File: src/rtl/riscv_pkg.sv
// Shared RISC-V encodings: writeback select values, load funct3 codes and region id width.
package riscv_pkg;

  localparam int unsigned REGION_BITS = 4;

  typedef enum logic [1:0] {
    WB_NONE = 2'b00,
    WB_ALU  = 2'b01,
    WB_LOAD = 2'b10,
    WB_PC4  = 2'b11
  } wb_sel_e;

  localparam logic [2:0] F3_LB  = 3'b000;
  localparam logic [2:0] F3_LH  = 3'b001;
  localparam logic [2:0] F3_LW  = 3'b010;
  localparam logic [2:0] F3_LBU = 3'b100;
  localparam logic [2:0] F3_LHU = 3'b101;

endpackage

File: src/rtl/load_extract.sv
// Combinational load lane extraction with sign/zero extension and alignment check.
module load_extract
  import riscv_pkg::*;
#(
  parameter int unsigned DWIDTH = 32
) (
  input  logic [DWIDTH-1:0] data_i,
  input  logic [2:0]        funct3_i,
  input  logic [1:0]        addr_lo_i,
  output logic [DWIDTH-1:0] data_o,
  output logic              misaligned_o
);

  logic [7:0]  byte_v;
  logic [15:0] half_v;

  always_comb begin
    byte_v       = data_i[{addr_lo_i, 3'b000} +: 8];
    half_v       = data_i[{addr_lo_i[1], 4'b0000} +: 16];
    data_o       = data_i;
    misaligned_o = 1'b0;
    case (funct3_i)
      F3_LB:  data_o = {{(DWIDTH - 8){byte_v[7]}}, byte_v};
      F3_LBU: data_o = {{(DWIDTH - 8){1'b0}}, byte_v};
      F3_LH: begin
        data_o       = {{(DWIDTH - 16){half_v[15]}}, half_v};
        misaligned_o = addr_lo_i[0];
      end
      F3_LHU: begin
        data_o       = {{(DWIDTH - 16){1'b0}}, half_v};
        misaligned_o = addr_lo_i[0];
      end
      // LW and every unlisted code take the whole word
      default: begin
        data_o       = data_i;
        misaligned_o = |addr_lo_i;
      end
    endcase
  end

endmodule

File: src/rtl/wb_sel_pipe.sv
// Pipelined writeback selector: registers execute-stage controls one cycle to meet sync-read
// memory data. Optional operand forwarding hit outputs are built when WB_FWD_EN is defined.
module wb_sel_pipe
  import riscv_pkg::*;
#(
  parameter int unsigned                   DWIDTH       = 32,
  parameter int unsigned                   NREG         = 3,
  parameter logic [NREG*REGION_BITS-1:0]   REGION_IDS   = {4'h8, 4'h4, 4'h1},
  parameter logic [NREG*REGION_BITS-1:0]   REGION_MASKS = {4'hF, 4'hF, 4'hD}
) (
  input  logic                   clk,
  input  logic                   rst_n,
  input  logic                   x_valid,
  input  logic [1:0]             x_wb_sel,
  input  logic [31:0]            x_addr,
  input  logic [2:0]             x_funct3,
  input  logic [DWIDTH-1:0]      x_alu,
  input  logic [DWIDTH-1:0]      x_pc4,
  input  logic [4:0]             x_rd,
  input  logic                   x_regwen,
  input  logic                   stall,
`ifdef WB_FWD_EN
  input  logic [4:0]             x_rs1,
  input  logic [4:0]             x_rs2,
  output logic                   fwd1_hit,
  output logic                   fwd2_hit,
`endif
  input  logic [NREG*DWIDTH-1:0] mem_rdata,
  output logic [DWIDTH-1:0]      wb_data,
  output logic [4:0]             wb_rd,
  output logic                   wb_regwen,
  output logic                   wb_valid,
  output logic                   misaligned
);

  typedef struct packed {
    logic                   valid;
    wb_sel_e                sel;
    logic                   regwen;
    logic [4:0]             rd;
    logic [2:0]             funct3;
    logic [REGION_BITS-1:0] rgn;
    logic [1:0]             alo;
    logic [DWIDTH-1:0]      alu;
    logic [DWIDTH-1:0]      pc4;
  } stage_t;

  stage_t            stage_q, stage_d;
  logic              held_q, held_d;
  logic [DWIDTH-1:0] hold_q, hold_d;

  logic              hit;
  logic [DWIDTH-1:0] mem_word;
  logic [DWIDTH-1:0] ext_data;
  logic              ext_mis;
  logic [DWIDTH-1:0] load_data;
  logic              is_load;

  // Only the region nibble and byte offset of the address matter here
  logic unused_addr;
  assign unused_addr = ^x_addr[31-REGION_BITS:2];

  // Lowest-index matching channel wins
  always_comb begin
    hit      = 1'b0;
    mem_word = '0;
    for (int unsigned i = 0; i < NREG; i++) begin
      if (!hit && ((stage_q.rgn & REGION_MASKS[i*REGION_BITS +: REGION_BITS]) ==
                   (REGION_IDS[i*REGION_BITS +: REGION_BITS] &
                    REGION_MASKS[i*REGION_BITS +: REGION_BITS]))) begin
        hit      = 1'b1;
        mem_word = mem_rdata[i*DWIDTH +: DWIDTH];
      end
    end
  end

  load_extract #(
    .DWIDTH(DWIDTH)
  ) u_load_extract (
    .data_i      (mem_word),
    .funct3_i    (stage_q.funct3),
    .addr_lo_i   (stage_q.alo),
    .data_o      (ext_data),
    .misaligned_o(ext_mis)
  );

  assign load_data = ext_mis ? '0 : ext_data;
  assign is_load   = stage_q.valid && (stage_q.sel == WB_LOAD);

  always_comb begin
    stage_d = stage_q;
    held_d  = held_q;
    hold_d  = hold_q;
    if (stall) begin
      // Memory output may move on during a stall, so freeze the load result once
      if (!held_q && is_load) begin
        held_d = 1'b1;
        hold_d = load_data;
      end
    end else begin
      stage_d.valid  = x_valid;
      stage_d.sel    = x_valid ? wb_sel_e'(x_wb_sel) : WB_NONE;
      stage_d.regwen = x_valid & x_regwen;
      stage_d.rd     = x_rd;
      stage_d.funct3 = x_funct3;
      stage_d.rgn    = x_addr[31 -: REGION_BITS];
      stage_d.alo    = x_addr[1:0];
      stage_d.alu    = x_alu;
      stage_d.pc4    = x_pc4;
      held_d         = 1'b0;
    end
  end

  always_ff @(posedge clk or negedge rst_n) begin
    if (!rst_n) begin
      stage_q <= '0;
      held_q  <= 1'b0;
      hold_q  <= '0;
    end else begin
      stage_q <= stage_d;
      held_q  <= held_d;
      hold_q  <= hold_d;
    end
  end

  always_comb begin
    misaligned = is_load & ext_mis;
    wb_regwen  = stage_q.regwen & ~misaligned;
    wb_valid   = stage_q.valid;
    wb_rd      = stage_q.rd;
    wb_data    = '0;
    if (held_q) begin
      wb_data = hold_q;
    end else begin
      unique case (stage_q.sel)
        WB_ALU:  wb_data = stage_q.alu;
        WB_PC4:  wb_data = stage_q.pc4;
        WB_LOAD: wb_data = load_data;
        default: wb_data = '0;
      endcase
    end
  end

`ifdef WB_FWD_EN
  assign fwd1_hit = wb_valid & wb_regwen & (wb_rd != 5'd0) & (wb_rd == x_rs1);
  assign fwd2_hit = wb_valid & wb_regwen & (wb_rd != 5'd0) & (wb_rd == x_rs2);
`endif

endmodule

File: config.mk
export PLATFORM = sky130hd
export DESIGN_NAME = wb_sel_pipe
export DESIGN_NICKNAME = d
export VERILOG_FILES = /design/src/rtl/riscv_pkg.sv /design/src/rtl/load_extract.sv /design/src/rtl/wb_sel_pipe.sv
export SDC_FILE = /design/constraint.sdc
export NUM_CORES = 1
export LEC_CHECK = 0
export CAP_MARGIN = 20
export CORE_MARGIN = 2
export CORE_UTILIZATION = 46
export CTS_BUF_LIST = sky130_fd_sc_hd__clkbuf_4 sky130_fd_sc_hd__clkbuf_8
export CTS_CLUSTER_SIZE = 8
export DETAILED_ROUTE_END_ITERATION = 8
export PLACE_DENSITY = 0.83
export SLEW_MARGIN = 20
export SYNTH_ARGS = -nofsm -noshare
export SYNTH_HDL_FRONTEND = slang
export SYNTH_SLANG_ARGS = --single-unit
File: constraint.sdc
create_clock -name clk -period 4 [get_ports clk]
set_clock_uncertainty 0.2 [all_clocks]
set_input_delay 1.2 -clock clk [delete_from_list [all_inputs] [get_ports clk]]
set_output_delay 1.2 -clock clk [all_outputs]
set_load 0.01 [all_outputs]
==> results <==
- The detail route stage leaves a number of antenna-violating nets equal to 0.
- Dividing the synthesized area by the synthesized cell count gives 10.64 um^2.
- The path with the worst hold slack has its endpoint at hold_q[13].
- The first-pass GRT wire length is approximately 34000 um.
- The maximum number of pins on one net before global-route repair is between 60 and 70.
- The total number of placement rows is 43.
- The post-layout worst setup margin is -365.3 ps.
- The post-route worst hold slack is 284.1 ps.
- The number of buffers added on ports is 220.
- Setup repair after global routing could not meet its margin everywhere.
- The global-route congestion overflow total is 0.
- Data arrives at the worst endpoint at 2970 ps.
- The number of endpoints failing setup at the final stage is 31.
- The via count of the first global-routing pass is 6734.
- The power consumption is ~3.7 mW.
- The classification of the worst setup path is reg2out.
- For the finished layout, the period the worst path requires is 4365 ps.
- The layout overhead on the synthesized area is 61.52%.
- For this run, design rule violations remaining after detail routing come to 0.
- The worst IR drop on VDD is around 230 uV.
- In this run, CTS created clock tree buffers numbering 17.
- Counting tap cells, the placed design contains a total of 1035 instances.
- In this run the vertical extent of the chip is 122.8 um.
- The global routing usage summed across all routing layers is 30.10%.
- The detailed-route vias per instance is 5.783.
- The share of final-layout standard cells stronger than drive strength 1 is 39.91%.
- The congestion estimate from routability-driven global placement came to 0.9635.
- The beginning of the worst hold path is hold_q[13].
- The cell area that synthesis handed to floorplanning was 6487 um^2.
- The final reports fail on setup timing.
- OpenSTA, run right after detailed placement, puts the worst setup slack at -1035 ps.
- The H-tree generated during clock tree synthesis spans 4 levels.
- The setup check on the worst reg-to-reg path leaves a slack of approximately 1200 ps.
- The first TritonRoute pass finished after 5 iterations.
- The number of pins with negative max-slew slack in the final report is 0.
- The finished layout holds 1092 standard cells, fillers aside.
- The endpoint identified for the worst register-to-register timing path is hold_q[15].
- The buffer cell driving the clock tree root is sky130_fd_sc_hd__clkbuf_8.
- STA puts the critical path data required time at about 2600 ps.
- The placed instances occupy a cell area of 9324 um^2.
- The overall die width is approximately 120 um.
- The via count of the routed design is 6315.
- The die covers 15070 um^2.
- The tightest min-delay check is of the reg2reg type.
- 0 antenna diodes ended up in the layout.
- The clock latency on the worst-skew pair is approximately 450 ps.
- The initial antenna violation count is 0.
- The relative slew slack is roughly 39%.
- The total area inside the core boundary comes to between 10000 and 15000 um^2.
- The reg-to-reg startpoint is stage_q[67].
- The number of different library cells in the post-synthesis netlist is 48.
- Yosys mapped a number of flops with a built-in enable equal to 0.
- The dominant register cell in the synthesized netlist is sky130_fd_sc_hd__dfrtp_1.
- The number of nets handed over by synthesis was 817.
- The flow ran to the end, but the final reports show violations.
- The synthesis warning total is 0.
- Dividing total power by cell area gives a power density of ~350 nW/um^2.
- The number of maximum-capacitance violations is 0.
- The aggregate routed wire length is 22930 um.
- The worst hold path cell count is 2.
- The top achievable clock speed is approximately 230 MHz.
- STA classifies the critical path startpoint as a register.
- After detailed routing, the average wire length per cell comes to 21.00 um.
- For the pin with the worst max-slew slack, the measured transition is 917.2 ps.
- At the end of the flow, the number of nets in the layout was 1109.
- TritonCTS built the clock tree.
- The register bit count reported by yosys is 115.
- The final critical path takes up 109.1% of the cycle.
- The final cell area excluding filler cells is 10480 um^2.
- Of all nets on the critical path, the largest fanout is 8.
- The final hold violation count is 0.
- During I/O placement, the number of pins put on the boundary was ~250.
- The number of cells on the worst reg-to-reg path is 11.
- The type of destination of the critical path is a primary output.
- Once layout is complete, the utilization of the core stands at 75.79%.
- Clock-pin slew was measured on the worst setup and hold paths at approximately 60 ps.
- In this run, the number of DRC markers left after iteration 0 of detailed routing was between 400 and 500.
- The async set-or-reset flop fraction in the synthesized netlist is 100.0%.
- The portion of the post-synthesis area used by sequential elements is 44.36%.
- The HPWL after detailed placement is approximately 16000 um.
- After routing, the total negative slack on setup checks comes to -9027 ps.
- The cell count after synthesis came out at 610.
- The number of sinks driven by the clock tree is 115.
- In this run the static leakage power is approximately 4.4 nW.
- For this configuration, the core starts out at a cell density of 46.92%.
- The buffer depth of the longest clock path is 2.
sequential cells by signal, indices dropped and copies added (netlist names):
register and flops:
wb_rd 5, hold_q 32, stage_q 76, held_q 1, wb_valid 1
cells in the final DEF, fill, tap and decap left out, types with 14 or more instances in the layout:
cell                              count
sky130_fd_sc_hd__clkbuf_8            20
sky130_fd_sc_hd__buf_4              101
sky130_fd_sc_hd__and2_1              14
sky130_fd_sc_hd__dfrtp_1            111
sky130_fd_sc_hd__buf_2               24
sky130_fd_sc_hd__mux2i_1             33
sky130_fd_sc_hd__mux2_2              80
sky130_fd_sc_hd__o21ai_2             20
sky130_fd_sc_hd__nand2_1             58
sky130_fd_sc_hd__nor2_1              32
sky130_fd_sc_hd__clkdlybuf4s50_1    144
sky130_fd_sc_hd__a21oi_1             15
sky130_fd_sc_hd__dlygate4sd2_1       25
cell type report:
type                       count  area, um^2
multi-input combinational    436        3956
tap                          180       225.2
clock buffer                  24       305.3
sequential                   115        2883
inverter                       1       3.754
fill                         922        3348
timing repair buffer         331        3028
clock inverter                 5       77.57
where the power goes:
part / leakage [nW] / total, mW / switching [mW] / internal, mW
Combinational: 2.83 / 1.19 / 0.556 / 0.636
Clock: 0.198 / 1.08 / 0.459 / 0.618
Sequential: 1.41 / 1.41 / 0.0993 / 1.31
Total: 4.43 / 3.68 / 1.11 / 2.57
cell families (layout without fill, tap and decap cells):
family                    Yosys count  count (layout)  share of synthesized area [%]
xor gates and xnor gates            1               1                         0.1350
muxes                             119             119                          20.02
DFF                               115             115                          44.36
AOI/OAI and AO/OA                 175             175                          20.66
and+or+nand+nor                   141             141                          10.65
buffers and inverters              59             361                          4.185
synthesized netlist by cell type (4+ instances only):
master                     number  area [um^2]
sky130_fd_sc_hd__a211oi_1       7        52.55
sky130_fd_sc_hd__a21oi_1       17        85.08
sky130_fd_sc_hd__a221o_1       13        130.1
sky130_fd_sc_hd__a221oi_1      10        87.58
sky130_fd_sc_hd__a22o_1        13        113.9
sky130_fd_sc_hd__a22oi_1       15        112.6
sky130_fd_sc_hd__a31o_1         6        52.55
sky130_fd_sc_hd__and2_1        14        87.58
sky130_fd_sc_hd__buf_1          5        18.77
sky130_fd_sc_hd__buf_2          7        35.03
sky130_fd_sc_hd__buf_4          5        37.54
sky130_fd_sc_hd__clkbuf_1      38        142.6
sky130_fd_sc_hd__dfrtp_1      115         2878
sky130_fd_sc_hd__mux2_2        86        968.4
sky130_fd_sc_hd__mux2i_1       33        330.3
sky130_fd_sc_hd__nand2_1       59        221.5
sky130_fd_sc_hd__nor2_1        38        142.6
sky130_fd_sc_hd__nor2b_1        8        50.05
sky130_fd_sc_hd__nor3b_1        4        30.03
sky130_fd_sc_hd__o21ai_0       17        85.08
sky130_fd_sc_hd__o21ai_1       21        105.1
sky130_fd_sc_hd__o221ai_1      14        122.6
sky130_fd_sc_hd__o22ai_1        7        43.79
sky130_fd_sc_hd__o31ai_1       13        97.59
sky130_fd_sc_hd__o31ai_2       10        125.1
critical path, stage by stage (launching register included):
cell,delay [ps]
sky130_fd_sc_hd__dfrtp_2,460
sky130_fd_sc_hd__or4b_4,570
sky130_fd_sc_hd__buf_12,170
sky130_fd_sc_hd__o21ai_4,150
sky130_fd_sc_hd__o32ai_4,110
sky130_fd_sc_hd__buf_4,160
sky130_fd_sc_hd__a221oi_4,310
sky130_fd_sc_hd__or2b_4,230
sky130_fd_sc_hd__buf_6,120
sky130_fd_sc_hd__o221ai_2,70
sky130_fd_sc_hd__buf_2,160
timing repair:
| item | CTS | global route |
|---|---|---|
| gates resized for setup | 251 | 64 |
| hold buffers | 0 | 0 |
| pin swaps | 40 | 33 |
| gates cloned | 2 | 1 |
| endpoints found under the setup margin | 32 | 32 |
| buffers inserted | 16 | 10 |
routing by layer:
metal  vias up  GRT usage [%]  wire [um]
met4         0          14.58        807
met1      3105          34.49       8921
met3        60          6.877       1327
met5         -              0          0
met2       291          52.69      11870
li1       2859              -          -
worst max-delay path by stage:
stage                       start          end  slack (ps)  depth (start not counted)
detailed placement   mem_rdata[7]  wb_data[31]       -1040                          9
global placement    mem_rdata[39]  wb_data[13]       -1010                          7
floorplan           mem_rdata[63]  wb_data[13]          30                          5
finish                stage_q[67]  wb_data[13]        -370                         10
CTS                   stage_q[66]  wb_data[27]        -330                         11
global route          stage_q[67]  wb_data[13]        -440                         10
(Power assumes the default switching activity.)
